File: config.mk
export PLATFORM = sky130hd
export DESIGN_NAME = hedios_register_bank
export DESIGN_NICKNAME = d
export VERILOG_FILES = /design/src/rtl/hedios_register_bank.sv
export SDC_FILE = /design/constraint.sdc
export NUM_CORES = 1
export LEC_CHECK = 0
export BUFFER_PORTS_ARGS = -buffer_cell sky130_fd_sc_hd__buf_2
export CORE_ASPECT_RATIO = 0.6
export CORE_MARGIN = 5
export CORE_UTILIZATION = 25
export CTS_CLUSTER_DIAMETER = 200
export DETAILED_ROUTE_END_ITERATION = 10
export SLEW_MARGIN = 25
export SYNTH_ARGS = -nofsm -noshare
export SYNTH_HDL_FRONTEND = slang
export SYNTH_SLANG_ARGS = --single-unit
File: constraint.sdc
create_clock -name clk -period 1.7 [get_ports clk]
set_input_delay 0.085 -clock clk [delete_from_list [all_inputs] [get_ports clk]]
set_output_delay 0.085 -clock clk [all_outputs]
set_load 0.02 [all_outputs]
File: src/rtl/hedios_register_bank.sv
// hedios_register_bank: COUNT x DEPTH register bank with HEDIOS and user write ports,
// registered read port and same-address race tracking. Optional counter: HEDIOS_REG_RACE_COUNTER_EN.
module hedios_reg_cell #(
    parameter int DEPTH         = 8,
    parameter int USER_PRIORITY = 1
) (
    input  logic             clk,
    input  logic             rst,
    input  logic             h_hit,
    input  logic             u_hit,
    input  logic [DEPTH-1:0] hedios_in,
    input  logic [DEPTH-1:0] user_in,
    output logic [DEPTH-1:0] q
);
    always_ff @(posedge clk) begin
        if (rst)
            q <= '0;
        else if (h_hit && u_hit)
            q <= (USER_PRIORITY != 0) ? user_in : hedios_in;
        else if (h_hit)
            q <= hedios_in;
        else if (u_hit)
            q <= user_in;
    end
endmodule

module hedios_register_bank #(
    parameter int DEPTH         = 8,
    parameter int COUNT         = 8,
    parameter int ADDR_W        = 3,
    parameter int USER_PRIORITY = 1
) (
    input  logic              clk,
    input  logic              rst,
    input  logic [ADDR_W-1:0] hedios_addr,
    input  logic [DEPTH-1:0]  hedios_in,
    input  logic              hedios_we,
    input  logic [ADDR_W-1:0] user_addr,
    input  logic [DEPTH-1:0]  user_in,
    input  logic              user_we,
    input  logic [ADDR_W-1:0] rd_addr,
    output logic [DEPTH-1:0]  rd_data,
    output logic              race_condition,
    output logic [ADDR_W-1:0] race_addr,
    output logic [COUNT-1:0]  race_sticky,
    input  logic              race_clear,
    output logic [7:0]        race_count
);
    logic [COUNT-1:0][DEPTH-1:0] regs;
    logic h_ok, rd_ok, race;

    assign h_ok  = 32'(hedios_addr) < COUNT;
    assign rd_ok = 32'(rd_addr) < COUNT;
    // Out-of-range addresses never match a cell, so such writes drop out; the race needs h_ok too.
    assign race  = hedios_we && user_we && h_ok && (hedios_addr == user_addr);

    genvar i;
    generate
        for (i = 0; i < COUNT; i++) begin : g_reg
            hedios_reg_cell #(
                .DEPTH         (DEPTH),
                .USER_PRIORITY (USER_PRIORITY)
            ) u_cell (
                .clk       (clk),
                .rst       (rst),
                .h_hit     (hedios_we && (hedios_addr == ADDR_W'(i))),
                .u_hit     (user_we && (user_addr == ADDR_W'(i))),
                .hedios_in (hedios_in),
                .user_in   (user_in),
                .q         (regs[i])
            );
        end
    endgenerate

    // Read samples the pre-write contents of the addressed register.
    always_ff @(posedge clk) begin
        if (rst)
            rd_data <= '0;
        else
            rd_data <= rd_ok ? regs[rd_addr] : '0;
    end

    always_ff @(posedge clk) begin
        if (rst) begin
            race_condition <= 1'b0;
            race_addr      <= '0;
            race_sticky    <= '0;
        end else begin
            race_condition <= race;
            if (race)
                race_addr <= hedios_addr;
            // A new race on a bit beats a simultaneous clear of that bit.
            for (int k = 0; k < COUNT; k++) begin
                if (race && (hedios_addr == ADDR_W'(k)))
                    race_sticky[k] <= 1'b1;
                else if (race_clear)
                    race_sticky[k] <= 1'b0;
            end
        end
    end

`ifdef HEDIOS_REG_RACE_COUNTER_EN
    logic [7:0] cnt;
    always_ff @(posedge clk) begin
        if (rst)
            cnt <= 8'd0;
        else if (race_clear)
            cnt <= race ? 8'd1 : 8'd0;
        else if (race && (cnt != 8'hFF))
            cnt <= cnt + 8'd1;
    end
    assign race_count = cnt;
`else
    assign race_count = 8'd0;
`endif
endmodule

# ---- After elaboration in Yosys (flattened, before gate mapping)
# Index checks and enable logic that the tools add are counted.
dict set report classes {
  n_lt_le_gt_ge 1
  eq_ne 15
  mux 35
  reduce_logical 52
}
# operator count
set op_table {}
lappend op_table {{$mux W8} 25}
lappend op_table {{$logic_and A1 B1 Y1} 34}
lappend op_table {{$bmux W8 S3} 1}
lappend op_table {{$eq A3 B3 Y1 const B} 8}
lappend op_table {{$reduce_bool A3 Y1} 8}
lappend op_table {{$reduce_bool A2 Y1} 8}
lappend op_table {{$eq A3 B2 Y1 const B} 4}
lappend op_table {{$mux W1} 9}
lappend op_table {{$eq A3 B1 Y1 const B} 2}
lappend op_table {{$logic_not A3 Y1} 2}
lappend op_table {{$lt A3 B4 Y1 const B} 1}
lappend op_table {{$eq A3 B3 Y1} 1}
dict set report word_totals {
  reg_bits 84
  out_inout_bits 28
}

# ---- Longest topological paths before layout
dict set report logic_depth {
  ltp_word 5
  ltp_mapped 6
  mapped_depth_nobuf 3
}

# ---- Modules after synthesis
# Synthesis repeated with hierarchy kept, for this count alone.
dict set report unflattened {
  cells_unflattened 411
  hier_area_um2 4309.1
}
# mod instances cells_each area_per_inst_um2 seq_area_each_um2
set by_module_without_submodules {}
lappend by_module_without_submodules {hedios_reg_cell 8 35 369.1 160.2}
lappend by_module_without_submodules {hedios_register_bank 1 131 1356.3 400.4}

# ---- Worst setup path after synthesis
# Ideal clock, no wire load.
dict set report synth_timing {
  path_type {input-to-reg}
  from {in rd_addr[1]}
  to {reg rd_data[5]}
  arrival_time_ps 1218
  t_required_ps 1572
  path_slack_ps 355
  cell_stages 5
  path_buffers 2
  path_cell_list {buf_2 > buf_2 > mux4_2 > mux2i_1 > nor2_1}
}
dict set report synth_between {
  elab_chain_len 2
}
# item line_no
set synth_lines {}
lappend synth_lines {{start: declaration} 41} ;# input logic [ADDR_W-1:0] rd_addr,
lappend synth_lines {{$bmux W8 S3} 80} ;# rd_data <= rd_ok ? regs[rd_addr] : '0;
lappend synth_lines {{$mux W8 (implied by the code)} 80}
lappend synth_lines {{end signal: assignment} 80}
lappend synth_lines {{end: declaration} 42} ;# output logic [DEPTH-1:0] rd_data,
# Every way passes these cells. The select of a mux whose other input is x is not followed.
# A chain may end at the register's enable or synchronous reset.

# ---- Worst setup path after layout
dict set report layout_timing {
  from {reg g_reg[7].u_cell.q[7]}
  to {reg rd_data[7]}
}
dict set report layout_between {
  elab_chain_len 2
}
# item line_no
set layout_lines {}
lappend layout_lines {{start: declaration} 13} ;# output logic [DEPTH-1:0] q
lappend layout_lines {{start signal: assignment} 19} ;# q <= (USER_PRIORITY != 0) ? user_in : hedios_in;
lappend layout_lines {{start signal: assignment} 21} ;# q <= hedios_in;
lappend layout_lines {{start signal: assignment} 23} ;# q <= user_in;
lappend layout_lines {{$bmux W8 S3} 80}
lappend layout_lines {{$mux W8 (implied by the code)} 80}
# Every way passes these cells. The select of a mux whose other input is x is not followed.

==> out/qor.yml <==
yosys:
  synth-simple-area-share: 0.2043
  cells_after_synth: 468
  ys_top_cells_by_area: "dfxtp_1 39%, mux4_2 8.4%, mux2i_1 7.9%, nand2_1 7.1%, nor2_1 6.5%"
  area_fraction_in_compound_gates_after_synthesis: 0.1534
  synth-adder-area-share: 0
  post_synth_instance_area_um2: 4305
  synthesis.yosys.warnings: 0
  netlist.area_leader.share: 0.3906
  syn-mean-instance-area_um2: 9.200
  synth_area_leader: "dfxtp_1"
  yosys.cell_types.count: 29
  ys_seq_area_frac: 0.3906
  parity_gate_share_of_the_synthesized_area_counting_xor_and_xnor_cells: 0.006103
  ys_ff_latch: 84
  dominant_combinational_cell_family_by_area_after_synthesis: "simple AND/OR/NAND/NOR gates"
  yosys-mux-area-fraction: 0.1654
timing:
  grt_setup_unrepaired: "false"
  timing_worst_slew_pin_value_ns: 0.5547
  setup_viol_count_final: 0
  finalWorstSetupSlack_ns: 0.5329
  finalMaxSlewViolations: 0
  timing_hold_violations_final: 0
  period_minus_slack_ns: 1.167
  skew_ns: 0.004450
  maximum_frequency_from_static_timing_analysis_mhz: 856.9
  final.period_utilization: 0.6865
  maxSlewHeadroom: 0.6288
  final.setup.tns_ns: 0
cts:
  cts_resized: 0
  cts_max_path_buffers: 2
  clk_latency_ns: 0.33
  tritoncts.num_buffers: 9
  cts.clk_slew.worst_paths_ns: 0.06
  clk_root_buffer_cell: "clkbuf_16"
  cts.sinks: 84
  count_of_buffers_added_by_post_cts_timing_repair_for_setup: 0
  hold_fix_buffers_at_cts: 0
  cts_tree: "yes"
  cts.htree.levels: 3
die:
  floorplan.die_area_um2: 20030
  core_um2: 17040
  dieWidth_um: 179.4
  placementRows: 37
  chipHeight_um: 111.7
  boundaryPins: 58
  initial_utilization: 0.2527
pwr:
  internal_power_uw: 3434
  power_frac_seq: 0.457
  sw_frac_of_total: 0.2509
  power.total_uw: 4584
  switchingPower_uw: 1150
  powerDensity_nw_per_um2: 916.6
  clkPwrFrac: 0.425
  vdd_drop_max_uv: 486.1
  proportion_of_power_drawn_by_combinational_gates: 0.117
  power_leakage_uw: 0.001781
drt:
  aggregate_routed_wire_length_um: 13280
  via_per_inst: 5.077
  dr_total_vias: 3676
  detail_route.drc_violations: 0
  initialDrtViolationCount: 341
  routedWlPerCell_um: 18.34
  dr.pass1.iters: 5
  ant_nets: 0
global_routing:
  track_usage: 0.1284
  vias_in_the_first_global_route: 3646
  grt_max_degree: 74
  gr-total-overflow: 0
  global_route_wire_length_before_repair_um: 20220
  grt_antenna_before_repair: 0
setup_path:
  cp-end-kind: "flip-flop"
  cp_data_arrival_time_ns: 1.38
  reg2reg_slack_ns: 0.53
  critPathRequiredTime_ns: 1.91
  crit_type: "flip-flop to flip-flop"
  cp-start-kind: "flip-flop"
  path_max_fanout: 2
placed_design:
  place.gp.congestion: 0.8485
  place.detailed.hpwl_um: 9014
  post-place-ws_ns: 0.2499
  io_buffers: 49
final_layout:
  diodes: 0
  areaGrowthSynthToFinish_pct: 16.16
  layout_cell_share_with_drive_strength_beyond_1: 0.2265
  nets: 516
hold_path:
  hold_class: "primary input to flip-flop"
run:
  drv.max_cap_violation_count: 0
run_status:
  outcome: "completed"
worst max-delay path, stage by stage (launching register included):
cell and delay [ns]:
dfxtp_1 0.32, mux4_2 0.48, mux2i_1 0.18, nor2_1 0.06
registers in the layout, summed over array words and instances, names as in the netlist:
register and count:
race_sticky 8, race_addr 3, g.u_cell.q 64, rd_data 8, race_condition 1
final timing paths:
path                        start  cells after the start              endpoint
max          g_reg[7].u_cell.q[7]                      3            rd_data[7]
min                  hedios_in[5]                      3  g_reg[7].u_cell.q[5]
max reg2reg  g_reg[7].u_cell.q[7]                      3            rd_data[7]
min reg2reg        race_sticky[7]                      1        race_sticky[7]
power groups by stage:
stage | registers, uW | logic (uW) | clock network [uW]
global route | 2100 | 580 | 2070
finish | 2100 | 538 | 1950
CTS | 2100 | 534 | 1980
global placement | 2140 | 508 | 0
detailed placement | 2140 | 534 | 0
floorplan | 2140 | 394 | 0
placed cells by master (no fill, tap or decap), drive strengths merged:
master	count
a211oi	24
a311oi	40
a32o	8
and2	1
and4	1
and4b	3
and4bb	3
buf	69
bufinv	1
clkbuf	13
clkinv	1
conb	8
dfxtp	84
mux2	1
mux2i	34
mux4	16
nand2	81
nand2b	4
nand4	2
nand4b	6
nand4bb	3
nor2	75
nor2b	5
nor4	1
nor4b	1
or4b	2
xor2	3
cell families (layout without fill, tap and decap cells):
kind of cell           after synthesis  in the layout
XOR/XNOR                             3              3
buffers and inverters               69             84
AO/OA/AOI/OAI                       72             72
AND/OR/NAND/NOR                    188            188
other                                1              8
multiplexers                        51             51
flip-flops                          84             84
per-layer routing:
layer	routed length [um]	global-route usage	share of wire	up-vias
li1	-	-	-	1693
met1	6016	0.1736	0.45	1802
met4	277	0.05175	0.021	0
met2	5843	0.1905	0.44	152
met5	0	0	0	-
met3	1143	0.04114	0.086	29
cells in the mapped netlist (all sizes together):
master	count
dfxtp	84
nand2	81
nor2	75
buf	43
a311oi	40
mux2i	34
clkbuf	26
a211oi	24
mux4	16
a32o	8
nand4b	6
nor2b	5
nand2b	4
and4b	3
and4bb	3
nand4bb	3
xor2	3
nand4	2
or4b	2
and2	1
and4	1
conb	1
mux2	1
nor4	1
nor4b	1
stage by stage:
stage | cells | utilization | hold WS [ns] | area, um^2
floorplan | 475 | - | 0.4215 | 4332
global placement | 709 | 0.2768 | 0.4276 | 4716
detailed placement | 709 | 0.2768 | 0.4353 | 4716
CTS | 724 | 0.2936 | 0.07588 | 5001
global route | 724 | 0.2936 | 0.1036 | 5001
finish | 724 | 0.2936 | 0.08948 | 5001
final cells by class:
type	count	area, um^2
fillers	1799	12040
multi-input cells	322	2308
flip-flops and latches	84	1682
repair buffers	69	432.9
well taps	234	292.8
clock buffers	13	250.2
clock inverters	2	35.03
Power figures use the tool's default switching activity.
